$ cat src/rtl/alu_defs_pkg.sv
`default_nettype none
// ============================================================================
//  Package     : alu_defs_pkg
//  Description : Shared definitions for the ALU command sequencer: ALUOp
//                encodings, command opcodes, FSM states and the command
//                decode helper.
//  Revision    : 1.0 - initial release
// ============================================================================
package alu_defs_pkg;

  // ALUOp encodings understood by the 6-bit ALU ({Ainvert, Bnegate, op[1:0]})
  localparam logic [3:0] ALUOP_AND = 4'b0000;
  localparam logic [3:0] ALUOP_OR  = 4'b0001;
  localparam logic [3:0] ALUOP_ADD = 4'b0010;
  localparam logic [3:0] ALUOP_SUB = 4'b0110;
  localparam logic [3:0] ALUOP_NOR = 4'b1100;

  // Command opcodes on cmd_op; anything above CMD_NOR is illegal
  localparam logic [2:0] CMD_AND = 3'd0;
  localparam logic [2:0] CMD_OR  = 3'd1;
  localparam logic [2:0] CMD_ADD = 3'd2;
  localparam logic [2:0] CMD_SUB = 3'd3;
  localparam logic [2:0] CMD_NOR = 3'd4;

  typedef enum logic [1:0] {
    IDLE = 2'd0,
    EXEC = 2'd1,
    RESP = 2'd2
  } state_t;

  // arith marks ops whose CarryOut is meaningful to the consumer
  typedef struct packed {
    logic [3:0] alu_op;
    logic       carry_in;
    logic       err;
    logic       arith;
  } dec_t;

  function automatic dec_t decode_cmd(input logic [2:0] op);
    dec_t d;
    d.alu_op   = ALUOP_AND;
    d.carry_in = 1'b0;
    d.err      = 1'b0;
    d.arith    = 1'b0;
    case (op)
      CMD_AND: d.alu_op = ALUOP_AND;
      CMD_OR:  d.alu_op = ALUOP_OR;
      CMD_ADD: begin
        d.alu_op = ALUOP_ADD;
        d.arith  = 1'b1;
      end
      CMD_SUB: begin
        d.alu_op   = ALUOP_SUB;
        d.carry_in = 1'b1;
        d.arith    = 1'b1;
      end
      CMD_NOR: d.alu_op = ALUOP_NOR;
      default: d.err = 1'b1;
    endcase
    return d;
  endfunction

endpackage
`default_nettype wire

$ cat src/rtl/sync_fifo.sv
`default_nettype none
// ============================================================================
//  Module      : sync_fifo
//  Description : Single-clock show-ahead FIFO. Pointers wrap modulo DEPTH;
//                a separate occupancy count produces full and empty.
//  Revision    : 1.0 - initial release
// ============================================================================
module sync_fifo #(
  parameter int WIDTH = 15,
  parameter int DEPTH = 4
) (
  input  logic             clk,
  input  logic             reset,
  input  logic             i_push,
  input  logic [WIDTH-1:0] i_data,
  input  logic             i_pop,
  output logic [WIDTH-1:0] o_data,
  output logic             o_full,
  output logic             o_empty
);

  localparam int AW = $clog2(DEPTH);
  localparam int CW = AW + 1;

  logic [WIDTH-1:0] r_mem [DEPTH];
  logic [AW-1:0]    r_wr_ptr;
  logic [AW-1:0]    r_rd_ptr;
  logic [CW-1:0]    r_count;
  logic             w_do_push;
  logic             w_do_pop;

  // A push while full is dropped even if a pop happens in the same cycle
  assign o_full    = (r_count == CW'(DEPTH));
  assign o_empty   = (r_count == '0);
  assign w_do_push = i_push & ~o_full;
  assign w_do_pop  = i_pop & ~o_empty;
  assign o_data    = r_mem[r_rd_ptr];

  // Storage array; contents need no reset since count gates visibility
  always_ff @(posedge clk) begin
    if (w_do_push) r_mem[r_wr_ptr] <= i_data;
  end

  // Pointer and occupancy bookkeeping
  always_ff @(posedge clk or posedge reset) begin
    if (reset) begin
      r_wr_ptr <= '0;
      r_rd_ptr <= '0;
      r_count  <= '0;
    end else begin
      if (w_do_push) r_wr_ptr <= r_wr_ptr + AW'(1);
      if (w_do_pop)  r_rd_ptr <= r_rd_ptr + AW'(1);
      case ({w_do_push, w_do_pop})
        2'b10:   r_count <= r_count + CW'(1);
        2'b01:   r_count <= r_count - CW'(1);
        default: r_count <= r_count;
      endcase
    end
  end

endmodule
`default_nettype wire

$ cat src/rtl/alu_cmd_sequencer.sv
`default_nettype none
// ============================================================================
//  Module      : alu_cmd_sequencer
//  Description : Issue stage for the 6-bit combinational ALU. Buffers
//                commands, drives the ALU from registers, captures the
//                result and returns it in order over valid/ready.
//                Optional macro ALU_SEQ_STATS_EN adds a saturating
//                completed-response counter on rsp_count.
//  Revision    : 1.0 - initial release
// ============================================================================
module alu_cmd_sequencer
  import alu_defs_pkg::*;
#(
  parameter int W     = 6,
  parameter int DEPTH = 4
`ifdef ALU_SEQ_STATS_EN
  ,
  parameter int CNT_W = 8
`endif
) (
  input  logic         clk,
  input  logic         reset,
  input  logic         cmd_valid,
  output logic         cmd_ready,
  input  logic [2:0]   cmd_op,
  input  logic [W-1:0] cmd_a,
  input  logic [W-1:0] cmd_b,
  output logic [W-1:0] alu_a,
  output logic [W-1:0] alu_b,
  output logic         alu_carry_in,
  output logic [3:0]   alu_op,
  input  logic [W-1:0] alu_result,
  input  logic         alu_carry_out,
  output logic         rsp_valid,
  input  logic         rsp_ready,
  output logic [W-1:0] rsp_result,
  output logic         rsp_carry,
  output logic         rsp_zero,
  output logic         rsp_err
`ifdef ALU_SEQ_STATS_EN
  ,
  output logic [CNT_W-1:0] rsp_count
`endif
);

  localparam int FW = 2 * W + 3;

  state_t         r_state;
  state_t         w_next;
  logic           w_pop;
  logic           w_capture;
  logic           w_full;
  logic           w_empty;
  logic [FW-1:0]  w_head;
  logic [2:0]     w_head_op;
  logic [W-1:0]   w_head_a;
  logic [W-1:0]   w_head_b;
  dec_t           w_dec;

  logic [W-1:0]   r_alu_a;
  logic [W-1:0]   r_alu_b;
  logic           r_alu_ci;
  logic [3:0]     r_alu_op;
  logic           r_err;
  logic           r_arith;
  logic           r_rsp_valid;
  logic [W-1:0]   r_rsp_result;
  logic           r_rsp_carry;
  logic           r_rsp_zero;
  logic           r_rsp_err;

  assign cmd_ready = ~w_full;

  sync_fifo #(
    .WIDTH (FW),
    .DEPTH (DEPTH)
  ) u_fifo (
    .clk     (clk),
    .reset   (reset),
    .i_push  (cmd_valid & cmd_ready),
    .i_data  ({cmd_op, cmd_a, cmd_b}),
    .i_pop   (w_pop),
    .o_data  (w_head),
    .o_full  (w_full),
    .o_empty (w_empty)
  );

  assign {w_head_op, w_head_a, w_head_b} = w_head;
  assign w_dec = decode_cmd(w_head_op);

  // FSM state register
  always_ff @(posedge clk or posedge reset) begin
    if (reset) r_state <= IDLE;
    else       r_state <= w_next;
  end

  // Next state plus pop/capture strobes
  always_comb begin
    w_next    = r_state;
    w_pop     = 1'b0;
    w_capture = 1'b0;
    case (r_state)
      IDLE: begin
        if (!w_empty) begin
          w_pop  = 1'b1;
          w_next = EXEC;
        end
      end
      EXEC: begin
        w_capture = 1'b1;
        w_next    = RESP;
      end
      RESP: begin
        if (rsp_ready) begin
          w_pop  = ~w_empty;
          w_next = w_empty ? IDLE : EXEC;
        end
      end
      default: w_next = IDLE;
    endcase
  end

  // ALU drive registers: loaded on pop, held otherwise
  always_ff @(posedge clk or posedge reset) begin
    if (reset) begin
      r_alu_a  <= '0;
      r_alu_b  <= '0;
      r_alu_ci <= 1'b0;
      r_alu_op <= ALUOP_AND;
      r_err    <= 1'b0;
      r_arith  <= 1'b0;
    end else if (w_pop) begin
      r_alu_a  <= w_dec.err ? '0 : w_head_a;
      r_alu_b  <= w_dec.err ? '0 : w_head_b;
      r_alu_ci <= w_dec.carry_in;
      r_alu_op <= w_dec.alu_op;
      r_err    <= w_dec.err;
      r_arith  <= w_dec.arith;
    end
  end

  // Response capture at the end of EXEC; valid drops on handshake
  always_ff @(posedge clk or posedge reset) begin
    if (reset) begin
      r_rsp_valid  <= 1'b0;
      r_rsp_result <= '0;
      r_rsp_carry  <= 1'b0;
      r_rsp_zero   <= 1'b0;
      r_rsp_err    <= 1'b0;
    end else if (w_capture) begin
      r_rsp_valid  <= 1'b1;
      r_rsp_result <= r_err ? '0 : alu_result;
      r_rsp_carry  <= r_arith & ~r_err & alu_carry_out;
      r_rsp_zero   <= r_err | (alu_result == '0);
      r_rsp_err    <= r_err;
    end else if (r_rsp_valid && rsp_ready) begin
      r_rsp_valid  <= 1'b0;
    end
  end

  assign alu_a        = r_alu_a;
  assign alu_b        = r_alu_b;
  assign alu_carry_in = r_alu_ci;
  assign alu_op       = r_alu_op;
  assign rsp_valid    = r_rsp_valid;
  assign rsp_result   = r_rsp_result;
  assign rsp_carry    = r_rsp_carry;
  assign rsp_zero     = r_rsp_zero;
  assign rsp_err      = r_rsp_err;

`ifdef ALU_SEQ_STATS_EN
  logic [CNT_W-1:0] r_rsp_count;

  // Completed-response counter, sticks at all-ones
  always_ff @(posedge clk or posedge reset) begin
    if (reset) r_rsp_count <= '0;
    else if (r_rsp_valid && rsp_ready && (r_rsp_count != '1))
      r_rsp_count <= r_rsp_count + CNT_W'(1);
  end

  assign rsp_count = r_rsp_count;
`endif

endmodule
`default_nettype wire

$ cat config.mk
export PLATFORM = sky130hd
export DESIGN_NAME = alu_cmd_sequencer
export DESIGN_NICKNAME = d
export VERILOG_FILES = /design/src/rtl/alu_defs_pkg.sv /design/src/rtl/sync_fifo.sv /design/src/rtl/alu_cmd_sequencer.sv
export SDC_FILE = /design/constraint.sdc
export NUM_CORES = 1
export LEC_CHECK = 0
export CORE_MARGIN = 4
export CORE_UTILIZATION = 45
export CTS_CLUSTER_DIAMETER = 150
export DETAILED_ROUTE_END_ITERATION = 8
export PLACE_DENSITY = 0.7
export SYNTH_ARGS = -nofsm -noshare
export SYNTH_HDL_FRONTEND = slang
export SYNTH_SLANG_ARGS = --single-unit
$ cat constraint.sdc
create_clock -name clk -period 2.2 [get_ports clk]
set_input_delay 0.44 -clock clk [delete_from_list [all_inputs] [get_ports clk]]
set_output_delay 0.44 -clock clk [all_outputs]
set_load 0.01 [all_outputs]
After elaboration in Yosys (flattened, before gate mapping)
Memories as Yosys holds them, arrays and structs flattened. Index checks and enable logic that the tools add are counted.

Bits in writable memories: 60. Memories: 1. Bits of input ports: 26. Logic and storage cells: 70. Register bits after elaboration: 38.

Bitwise operators: 9. Mux-type cells: 20. Reduce and logical (&&, ||, !) cells: 10. $add $sub $neg: 4. Equality and inequality tests: 11.

Memory list: u_fifo.r_mem (words 4, width 15, read ports 1, clocked after memory_dff 0, wr ports 1, RTL line sync_fifo.sv:25) `logic [WIDTH-1:0] r_mem [DEPTH];`.

Operators by type and width (number): two-way mux 6 bit (3); one-hot mux 4 bit (4 select lines) (1); two-way mux 1 bit (11); == test 3 x 2 -> 1 bit, second input constant (2); == test 3 bit, second input constant (2); logical NOT 3 bit (2); logical NOT 6 bit (1); one-hot mux 2 bit (3 select lines) (1); one-hot mux 3 bit (2 select lines) (1); bitwise AND 1 bit (5); OR reduction 5 bit (1); adder 2 x 1 -> 2 bit, second input constant (2); == test 2 x 1 -> 1 bit, second input constant (2); == test 2 bit, second input constant (2); two-way mux 2 bit (2); != test 2 bit, second input constant (2); nonzero test 2 bit (2); adder 3 x 1 -> 3 bit, second input constant (1); == test 3 x 1 -> 1 bit, second input constant (1); inverter 1 bit (3); subtractor 3 x 1 -> 3 bit, second input constant (1); logical NOT 2 bit (1); one-hot mux 1 bit (2 select lines) (1); AND reduction 2 bit (1); other kinds (3) (3).

Logic depth before layout (Yosys ltp)
Gate-level depths: netlist of the first run.

Depth after elaboration: 7. Gate-level depth with buffers: 10.

Modules after synthesis
Synthesis of the first run repeated with hierarchy kept, for this count alone.

Cells, all modules: 223. Area total of the unflattened synthesis: 3906.2 um^2.

By module, submodules not included: sync_fifo (sequential area each 1976.9 um^2, area an instance 2636.3 um^2, instances 1, cells an instance 117); alu_cmd_sequencer (sequential area each 775.7 um^2, area an instance 1270.0 um^2, instances 1, cells an instance 106).

Worst setup path after synthesis of the first run
No wires, ideal clock.

Kind: register to register. Start: reg u_fifo.r_count[0]. End: reg u_fifo.r_count[2]. Data required time: 2.121 ns. Cell stages (with the launch flop): 10. Path slack: -0.013 ns. Arrival: 2.134 ns. Clock period less this slack: 2.213 ns. Cell sequence: dfrtp_1 -> or3b_2 -> clkbuf_1 -> nand2_1 -> ha_1 -> inv_1 -> fa_1 -> xor2_1 -> nor2_1 -> xor2_1.

Elaborated cells on any way between the ends: 16. Classes of those cells: add/sub (2); eq/ne (3); mux (4); bitwise (5); reduce/logical (2).

RTL lines: from (decl) (RTL line sync_fifo.sv:28) `logic [CW-1:0] r_count;`; from (signal assigned) (RTL line sync_fifo.sv:54) `2'b10: r_count <= r_count + CW'(1);`; from (signal assigned) (RTL line sync_fifo.sv:55) `2'b01: r_count <= r_count - CW'(1);`; from (signal assigned) (RTL line sync_fifo.sv:56) `default: r_count <= r_count;`; == test 3 bit * (RTL line sync_fifo.sv:33) `assign o_full = (r_count == CW'(DEPTH));`; inverter 1 bit * (RTL line alu_cmd_sequencer.sv:72) `assign cmd_ready = ~w_full;`; named net cmd_ready (RTL line alu_cmd_sequencer.sv:24) `output logic cmd_ready,`; bitwise AND 1 bit (RTL line alu_cmd_sequencer.sv:80) `.i_push (cmd_valid & cmd_ready),`; bitwise AND 1 bit * (RTL line sync_fifo.sv:35) `assign w_do_push = i_push & ~o_full;`; == test 2 x 1 -> 1 bit / == test 2 bit (equally long branches) (RTL line sync_fifo.sv:53) `case ({w_do_push, w_do_pop})`; one-hot mux 3 bit (2 select lines) / nonzero test 2 bit (equally long branches).

The timed path passes the listed nets; every way through them passes the cells marked *. A chain may end at the register's enable or synchronous reset.

Worst setup path after layout of the first run
Start: reg u_fifo.r_count[1]. End: reg u_fifo.r_count[2].

Longest elaborated chain between the ends: 7. Elaborated cells on any way between the ends: 16. Classes of those cells: add/sub (2); eq/ne (3); mux (4); bitwise (5); reduce/logical (2).

Ends and longest elaborated chain: logical NOT 3 bit (RTL line sync_fifo.sv:34) `assign o_empty = (r_count == '0);`; inverter 1 bit (RTL line sync_fifo.sv:36, alu_cmd_sequencer.sv:115); two-way mux 1 bit (RTL line alu_cmd_sequencer.sv:114) `if (rsp_ready) begin`; one-hot mux 1 bit (2 select lines) (RTL line alu_cmd_sequencer.sv:102) `case (r_state)`; bitwise AND 1 bit (RTL line sync_fifo.sv:36) `assign w_do_pop = i_pop & ~o_empty;`; == test 2 x 1 -> 1 bit / == test 2 bit (equally long branches) (RTL line sync_fifo.sv:53); one-hot mux 3 bit (2 select lines) / nonzero test 2 bit (equally long branches).

Several ways; a longest one is shown, not always the timed one.

==> results of run 1 <==
-- worst max-delay path: stages (launching register included) --
cell and delay, ps:
dfrtp_1 410, or3b_4 420, nand2_2 120, ha_1 170
inv_1 50, fa_1 370, xor2_1 150, nor2_1 110
xor2_1 150
-- cells in the mapped netlist, types with 3 or more instances --
| cell type | count |
|---|---|
| and3_1 | 4 |
| mux2_2 | 5 |
| ha_1 | 5 |
| o2bb2ai_1 | 12 |
| inv_1 | 9 |
| dfrtp_1 | 37 |
| buf_2 | 3 |
| mux4_1 | 4 |
| xnor2_1 | 4 |
| nand2_1 | 10 |
| clkbuf_1 | 10 |
| nand4_1 | 13 |
| o31ai_1 | 3 |
| nand2b_1 | 8 |
| o21ai_0 | 10 |
| mux4_2 | 11 |
| edfxtp_1 | 60 |
-- cells in the final DEF (no fill, tap or decap), types with 2 or more instances in the layout --
| master | instances |
|---|---|
| buf_4 | 17 |
| o2bb2ai_1 | 12 |
| nor2_1 | 2 |
| inv_1 | 9 |
| and3_1 | 4 |
| ha_1 | 5 |
| clkinv_2 | 3 |
| nand4_1 | 13 |
| clkinvlp_4 | 2 |
| mux4_1 | 4 |
| xnor2_1 | 4 |
| mux2_2 | 5 |
| dfrtp_1 | 37 |
| a31oi_1 | 2 |
| xor2_1 | 2 |
| clkbuf_8 | 9 |
| edfxtp_1 | 60 |
| o31ai_1 | 3 |
| clkdlybuf4s50_1 | 52 |
| o21ai_0 | 10 |
| nor2b_1 | 2 |
| nand2_1 | 9 |
| nand2b_1 | 8 |
| mux4_2 | 11 |
-- final cells by class --
type	instances	area share
flip-flops and latches	97	0.570
multi-input cells	110	0.217
repair buffers	70	0.137
well taps	105	0.0274
clock buffers	9	0.0259
clock inverters	7	0.0144
inverters	10	0.00784
-- state kept, by name (all words and copies together) (netlist names) --
register / count
u_fifo.r_mem: 60
alu_a: 6
rsp_zero: 1
alu_b: 6
rsp_carry: 1
u_fifo.r_wr_ptr: 2
alu_op: 3
r_arith: 1
u_fifo.r_rd_ptr: 2
r_state: 2
rsp_valid: 1
u_fifo.r_count: 3
rsp_err: 1
alu_carry_in: 1
r_err: 1
rsp_result: 6
-- final timing paths --
check,slack (ps),start,depth (start not counted),endpoint
hold / removal,490,reset,3,rsp_result[5]$_DFFE_PP0P_
setup reg to reg,190,u_fifo.r_count[1]$_DFFE_PP0P_,8,u_fifo.r_count[2]$_DFFE_PP0P_
min in group clk,490,rsp_result[1]$_DFFE_PP0P_,2,rsp_result[1]$_DFFE_PP0P_
hold reg to reg,490,rsp_result[1]$_DFFE_PP0P_,2,rsp_result[1]$_DFFE_PP0P_
max in group asynchronous,1370,reset,3,u_fifo.r_rd_ptr[1]$_DFFE_PP0P_
setup / recovery,190,u_fifo.r_count[1]$_DFFE_PP0P_,8,u_fifo.r_count[2]$_DFFE_PP0P_
-- per-stage QoR --
| step | area [um^2] | hold slack (ps) |
|---|---|---|
| 6_report | 4790 | 493 |
| 5_1_grt | 4790 | 507 |
| 3_3_place_gp | 4590 | 463 |
| 2_1_floorplan | 3880 | 469 |
| 3_5_place_dp | 4590 | 477 |
| 4_1_cts | 4780 | 497 |
-- power breakdown --
part | switching (W) | total (W) | leakage, nW | internal, W
clock network | 0.000597 | 0.00112 | 0.0954 | 0.000523
logic | 0.00123 | 0.00255 | 0.695 | 0.00133
registers | 0.000302 | 0.00281 | 1.01 | 0.00251
total | 0.00213 | 0.00648 | 1.81 | 0.00436
-- logic make-up (layout without fill, tap and decap cells) --
family	Yosys count	in the layout	share of synthesized area
XOR/XNOR	6	6	0.0136
flip-flops	97	97	0.704
adder cells (fa/ha/maj)	6	6	0.0213
multiplexers	21	21	0.108
AND/OR/NAND/NOR	47	47	0.0707
AO/OA/AOI/OAI	30	30	0.0536
buffers and inverters	26	96	0.0290
-- metal layers --
| layer | share of wire | wire length (um) | GRT usage | vias to the layer above |
|---|---|---|---|---|
| li1 | - | - | - | 1019 |
| met1 | 0.44 | 3100 | 0.201 | 1105 |
| met2 | 0.49 | 3410 | 0.239 | 60 |
| met3 | 0.052 | 366 | 0.0263 | 9 |
| met4 | 0.020 | 138 | 0.0684 | 0 |
| met5 | 0 | 0 | 0 | - |
-- what timing repair did --
action / in CTS / in global routing
gates resized for setup: 1 / 1
gates cloned: 0 / 0
endpoints found under the setup margin: 1 / 1
pin swaps: 0 / 0
hold endpoints to repair: 0 / 0
==> impl_metrics.env, run 1 <==
export IMPL_worstPathArrival_ps=2290
export IMPL_fp_dieW_um=101
export IMPL_h_tree_depth=3
export IMPL_final_cell_count_no_fill=408
export IMPL_drive_gt1_frac=0.175
export IMPL_gp_congestion=0.740
export IMPL_finalSetupTns_ps=0
export IMPL_numPlacedInstances=392
export IMPL_grt_use_total=0.150
export IMPL_critPathMaxFanout=6
export IMPL_cp_start_kind="register"
export IMPL_port_buffers=53
export IMPL_ys_ff_latch=97
export IMPL_grt_pass1_wl_mm=11.6
export IMPL_yosysSeqAreaShare=0.704
export IMPL_avgSynthCellArea_um2=16.6
export IMPL_multi_input_area_um2=1040
export IMPL_synth_cell_types=38
export IMPL_synth_area_leaders="edfxtp_1, dfrtp_1, mux4_2"
export IMPL_synth_top_area_share=0.465
export IMPL_syn_to_final_growth_pct=23.5
export IMPL_peakVddDrop_uv=405
export IMPL_hold_viol=0
export IMPL_synth_edf_count=60
export IMPL_clock_latency_ps=350
export IMPL_syn_cell_area_um2=3880
export IMPL_die_height_um=101
export IMPL_antenna_found_initial=0
export IMPL_seq_area_um2=2730
export IMPL_endpoint_kind="register"
export IMPL_finalClockSkew_ps=6.94
export IMPL_cts_inserted_buffers=9
export IMPL_power_w=0.00648
export IMPL_power_density_nw_per_um2=1350
export IMPL_dieArea_um2=10200
export IMPL_layout_setup_ws_ps=186
export IMPL_drtIter0Drc=82
export IMPL_synth_flop_cell="edfxtp_1"
export IMPL_worstMarginPinSlew_ps=578
export IMPL_setup_viol=0
export IMPL_synth_nets=265
export IMPL_drv_slew=0
export IMPL_synthArstFlopShare=0.381
export IMPL_nNetsFinal=330
export IMPL_grt_overflow=0
export IMPL_p_leak_nw=1.81
export IMPL_cts_root_buf="clkbuf_8"
export IMPL_n_antenna_cell=0
export IMPL_start_util=0.467
export IMPL_holdBufCountCts=0
export IMPL_path_clk_slew_ps=90
export IMPL_core_area_um2=8300
export IMPL_ys_warn_count=0
export IMPL_dpl_hpwl_mm=4.84
export IMPL_vias=2193
export IMPL_avgViaCountPerCell=5.38
export IMPL_pre_cts_slack_ps=-123
export IMPL_drt_total_wl_mm=7.01
export IMPL_worstPathRequired_ps=2480
export IMPL_critPathKind="register to register"
export IMPL_period_needed_ps=2010
export IMPL_synthCells=233
export IMPL_fill_cells=653
export IMPL_outcome="complete, no violations"
export IMPL_grt_max_degree=38
export IMPL_wl_per_cell_um=17.2
export IMPL_fmax_mhz=497
export IMPL_rows=33
export IMPL_hold_class="primary input to asynchronous set/reset pin"
export IMPL_max_slew_margin_rel=0.615
export IMPL_cts_tree="built"
export IMPL_utilization=0.577
export IMPL_post_cts_setup_buffer_count=0
export IMPL_finalCritPeriodShare=0.915
export IMPL_clock_sinks=97
export IMPL_dr_pass1_iters=4
export IMPL_ant_nets=0
export IMPL_drc=0
export IMPL_synth_top_area_cell="edfxtp_1"
export IMPL_grt_pass1_vias=2253
export IMPL_io_pins=54
export IMPL_rsz0062_at_grt="false"
export IMPL_max_cap_violations=0
export IMPL_clockBufferDepth=2
Power figures use the tool's default switching activity.
==> run 2: changes to the inputs <==
==> constraint.sdc (replaced) <==
create_clock -name clk -period 2.2 [get_ports clk]
set_input_delay 0.66 -clock clk [delete_from_list [all_inputs] [get_ports clk]]
set_output_delay 0.66 -clock clk [all_outputs]
set_load 0.01 [all_outputs]
==> run 2 against run 1 <==
- register-to-register slack about the same
- sequential cell count unchanged
- largest power group unchanged
- highest routed layer unchanged
- critical path type is now register to primary output
- global-route usage is 0.30 points higher
- design area increased by 1.7%
==> impl_metrics.env, run 2 (same netlist as run 1, synthesis figures left out) <==
export IMPL_drt_total_wl_mm=7.04
export IMPL_worstMarginPinSlew_ps=581
export IMPL_hold_class="register to register"
export IMPL_cts_root_buf="clkbuf_8"
export IMPL_critPathKind="register to primary output"
export IMPL_wl_met1_mm=3.23
export IMPL_power_density_nw_per_um2=1350
export IMPL_worstPathArrival_ps=1420
export IMPL_highest_layer="met4"
export IMPL_gp_congestion=0.771
export IMPL_largest_reg_flops=60
export IMPL_grt_use_total=0.153
export IMPL_final_cell_mix="edfxtp_1, clkdlybuf4s50_1, dfrtp_1, buf_4, nand4_1"
export IMPL_peakVddDrop_uv=406
export IMPL_finalClockSkew_ps=9.50
export IMPL_worstPathRequired_ps=1540
export IMPL_final_common_cell="edfxtp_1"
export IMPL_cp_start_kind="register"
export IMPL_max_cap_violations=0
export IMPL_core_area_um2=8300
export IMPL_dr_pass1_iters=5
export IMPL_route_met3_wl_um=345
export IMPL_syn_to_final_growth_pct=25.6
export IMPL_path_clk_slew_ps=80
export IMPL_ant_nets=0
export IMPL_clock_latency_ps=350
export IMPL_fp_dieW_um=101
export IMPL_holdBufCountCts=0
export IMPL_n_antenna_cell=0
export IMPL_setup_viol=0
export IMPL_h_tree_depth=3
export IMPL_wl_per_cell_um=17.2
export IMPL_dieArea_um2=10200
export IMPL_die_height_um=101
export IMPL_io_pins=54
export IMPL_port_buffers=53
export IMPL_max_slew_margin_rel=0.613
export IMPL_drive_gt1_frac=0.170
export IMPL_finalCritPeriodShare=0.945
export IMPL_clock_sinks=97
export IMPL_drv_slew=0
export IMPL_outcome="complete, no violations"
export IMPL_crit_slowest_cell="or3b_4"
export IMPL_drtIter0Drc=68
export IMPL_power_w=0.00657
export IMPL_slowest_delay_ps=430
export IMPL_route_met2_wl_mm=3.38
export IMPL_clockBufferDepth=2
export IMPL_grt_overflow=0
export IMPL_endpoint_kind="primary output"
export IMPL_regMostFlops="u_fifo.r_mem"
export IMPL_antenna_found_initial=0
export IMPL_rsz0062_at_grt="false"
export IMPL_nNetsFinal=332
export IMPL_path_cells="or3b_4, clkdlybuf4s15_1"
export IMPL_avgViaCountPerCell=5.33
export IMPL_fmax_mhz=481
export IMPL_p_leak_nw=1.84
export IMPL_grt_max_degree=38
export IMPL_rows=33
export IMPL_grt_pass1_vias=2267
export IMPL_critPathMaxFanout=6
export IMPL_dpl_hpwl_mm=4.74
export IMPL_drc=0
export IMPL_cts_tree="built"
export IMPL_cts_inserted_buffers=9
export IMPL_start_util=0.467
export IMPL_hold_viol=0
export IMPL_vias=2187
export IMPL_layout_setup_ws_ps=121
export IMPL_grt_pass1_wl_mm=11.7
export IMPL_pre_cts_slack_ps=-354
export IMPL_period_needed_ps=2080
[run 2: path summary, 6_finish.rpt]
| check | endpoint | cells after the start | from | slack [ps] |
|---|---|---|---|---|
| worst max-delay path | cmd_ready | 2 | u_fifo.r_count[0]$_DFFE_PP0P_ | 120 |
| worst min-delay path | rsp_result[3]$_DFFE_PP0P_ | 2 | rsp_result[3]$_DFFE_PP0P_ | 490 |
| worst max register to register | u_fifo.r_count[2]$_DFFE_PP0P_ | 10 | u_fifo.r_count[0]$_DFFE_PP0P_ | 180 |
| worst min register to register | rsp_result[3]$_DFFE_PP0P_ | 2 | rsp_result[3]$_DFFE_PP0P_ | 490 |
| max in group asynchronous | rsp_result[4]$_DFFE_PP0P_ | 3 | reset | 1140 |
| min in group asynchronous | rsp_result[0]$_DFFE_PP0P_ | 3 | reset | 720 |
[run 2: critical path: cells and delay by family (launching register included)]
family / cells / cell delay, ps
DFF: 1 / 390
and+or+nand+nor: 1 / 430
buffers and inverters: 1 / 250
[run 2: report_power, final]
group,switching [W],internal (W)
logic,0.00128,0.00140
registers,0.000278,0.00251
clock network,0.000550,0.000557
[run 2: timing repair]
action                     in CTS  in global routing
setup buffers                   0                  1
resized for setup               3                  2
setup endpoints to repair       2                  2
[run 2: cell type report]
cell class / instances / area (um^2)
clock buffer: 13 / 149
clock inverter: 3 / 42.5
fill: 633 / 3430
inverter: 10 / 37.5
multi-input combinational: 110 / 1060
sequential: 97 / 2730
tap: 105 / 131
timing repair buffer: 72 / 726
[run 2: layer usage]
metal  GRT usage  vias up
li1            -     1024
met1       0.214     1106
met2       0.232       49
met3      0.0478        8
met4      0.0435        0
met5           0        -
[run 2: per-stage QoR]
| stage | hold WS [ps] | TNS [ps] | std cells | cell area [um^2] | util |
|---|---|---|---|---|---|
| 2_1_floorplan | 469 | 0 | 233 | 3890 | - |
| 3_3_place_gp | 465 | -475 | 393 | 4660 | 0.561 |
| 3_5_place_dp | 474 | -512 | 393 | 4660 | 0.561 |
| 4_1_cts | 493 | 0 | 409 | 4860 | 0.585 |
| 5_1_grt | 526 | 0 | 410 | 4870 | 0.587 |
| 6_report | 488 | 0 | 410 | 4870 | 0.587 |
==> edit, RTL diff (config.mk and constraints of run 2) <==
`W`: 6 -> 12.
--- a/src/rtl/alu_cmd_sequencer.sv
+++ b/src/rtl/alu_cmd_sequencer.sv
@@ -12,5 +12,5 @@
   import alu_defs_pkg::*;
 #(
-  parameter int W     = 6,
+  parameter int W     = 12,
   parameter int DEPTH = 4
 `ifdef ALU_SEQ_STATS_EN
Interface: changed (6 resized); port bits go from 54 to 90. No check against the original RTL was run, so the function may have changed too.
==> edit against run 2 <==
- cell area up 68%
- global-route usage up 1.7 points
- largest power group unchanged
- synthesized cell count up 56%
- total power up 76%
- sequential power up 65%
- wire length up 83%
- maximum frequency down 0.68%
- cell count up 62%
- setup slack worse by 0.014 ns
- critical path depth unchanged
- core utilization up 0.13 points
- sequential cell count up 66
- critical path type unchanged
- synthesized area up 64%
- largest cell class unchanged
==> edit: results (changes against run 2) <==
Place
  • Total half-perimeter wirelength after legalization and detailed placement: 7920 µm (+67%)
  • Last weighted congestion value of the routability-driven placer: 0.805 (+4.4%)
  • Pre-CTS setup slack: -0.400 ns (-0.0452 ns)

Synth
  • Number of enable-type register cells in the synthesized netlist: 108 (+80%)
  • Count of different cell masters after synthesis: 35 (-7.9%)
  • Post-Syn Nets: 413 (+56%)
  • Share of synthesized area occupied by flip-flops and latches: 0.726 (+0.0228)
  • Proportion of synthesized flip-flops having asynchronous set or reset: 0.337 (-0.0440)

Drt
  • Vias after detailed routing: 3622 (+66%)
  • WL met2: 6360 µm (+88%)
  • First-pass DRT Iterations: 4 (-1)
  • Met3 Routed Length: 621 µm (+80%)
  • Starting DRC count in detailed routing: 182 (+170%)
  • Routed length per instance: 19.4 µm (+13%)

CTS
  • Post-CTS sizing: 2 (-1)
  • Clock input transition at the sequential cells of the worst setup and hold paths: 0.06 ns (-0.02 ns)
  • Count of H-tree levels built during CTS: 4 (+1)
  • Clock root buffer: sky130_fd_sc_hd__clkbuf_16
  • Clock latency reported for the late side of the worst-skew pair: 0.41 ns (+0.06 ns)
  • Number of CTS-inserted buffers: 17 (+8)

Global routing
  • Global-route met1 utilization: 0.229 (+0.0148)
  • Global routing usage on met2: 0.268 (+0.0358)
  • Largest net degree at the start of global routing: 31 (-18%)
  • Wire length of the first global-routing pass: 20700 µm (+77%)
  • Overall Global Routing Usage: 0.170 (+0.0170)

Power
  • Peak supply drop: 0.000668 V (+65%)
  • Leakage: 2.97 nW (+61%)

Layout
  • Fraction of layout cells with a size suffix above 1: 0.186 (+0.0155)
  • Largest register FFs: 108 (+80%)
  • Total number of nets in the final design: 521 (+57%)

Setup path
  • Top fanout value on the critical path: 3 (-3)
  • R2R setup slack: 0.11 ns (-0.07 ns)
  • Length in cells of the worst reg-to-reg path: 9 (-1)
  • Critical path's largest stage delay: 0.40 ns (-0.03 ns)

STA
  • Crit path setup slack, layout: 0.107 ns (-0.0142 ns)
  • Worst rel slew slack: 0.655 (+0.0421)
  • Worst clock skew on the final layout: 0.00883 ns (-0.000669 ns)

Outcome
  • Outcome: finished, final reports clean
-- edit: critical path: cells and delay by family, from the launching register on --
family | cells | cell delay, ns
buffers and inverters | 1 | 0.24
and+or+nand+nor | 1 | 0.40
DFF | 1 | 0.38
-- edit: worst min-delay path by stage --
stage	slack, ns	start	endpoint
after CTS	0.49	rsp_result[2]	rsp_result[2]
final	0.48	rsp_result[8]	rsp_result[8]
after floorplan	0.47	u_fifo.r_count[2]	u_fifo.r_count[2]
after detailed placement	0.47	rsp_result[2]	rsp_result[2]
after global placement	0.46	rsp_result[2]	rsp_result[2]
after global routing	0.50	alu_a[0]	alu_a[0]
-- edit: power breakdown --
group | internal, mW | switching (mW) | total, mW
clock | 1.65 | 1.09 | 2.75
combinational | 2.10 | 2.10 | 4.21
sequential | 4.20 | 0.403 | 4.60
total | 7.95 | 3.60 | 11.6
-- edit: layout make-up --
cell class	count	area (µm²)
inverters	11	41.3
clock buffers	21	440
flip-flops and latches	163	4620
multi-input cells	165	1590
clock inverters	11	113
well taps	180	225
fillers	1064	5720
repair buffers	113	1140
-- edit: cell families after synthesis --
family	synth area share
flops	0.726
fa+ha+maj	0.0130
compound gates	0.0541
simple gates	0.0653
buf+inv	0.0268
xor+xnor	0.00826
mux	0.106
-- edit: stage by stage --
| stage | std cells | hold slack (ns) | instance area, µm² | power (mW) | util |
|---|---|---|---|---|---|
| after CTS | 662 | 0.487 | 8130 | 11.7 | 0.586 |
| after global routing | 664 | 0.501 | 8160 | 12.3 | 0.588 |
| after global placement | 630 | 0.463 | 7570 | 8.78 | 0.546 |
| final | 664 | 0.482 | 8160 | 11.6 | 0.588 |
| after detailed placement | 630 | 0.473 | 7570 | 8.88 | 0.546 |
| after floorplan | 363 | 0.468 | 6360 | 7.18 | - |
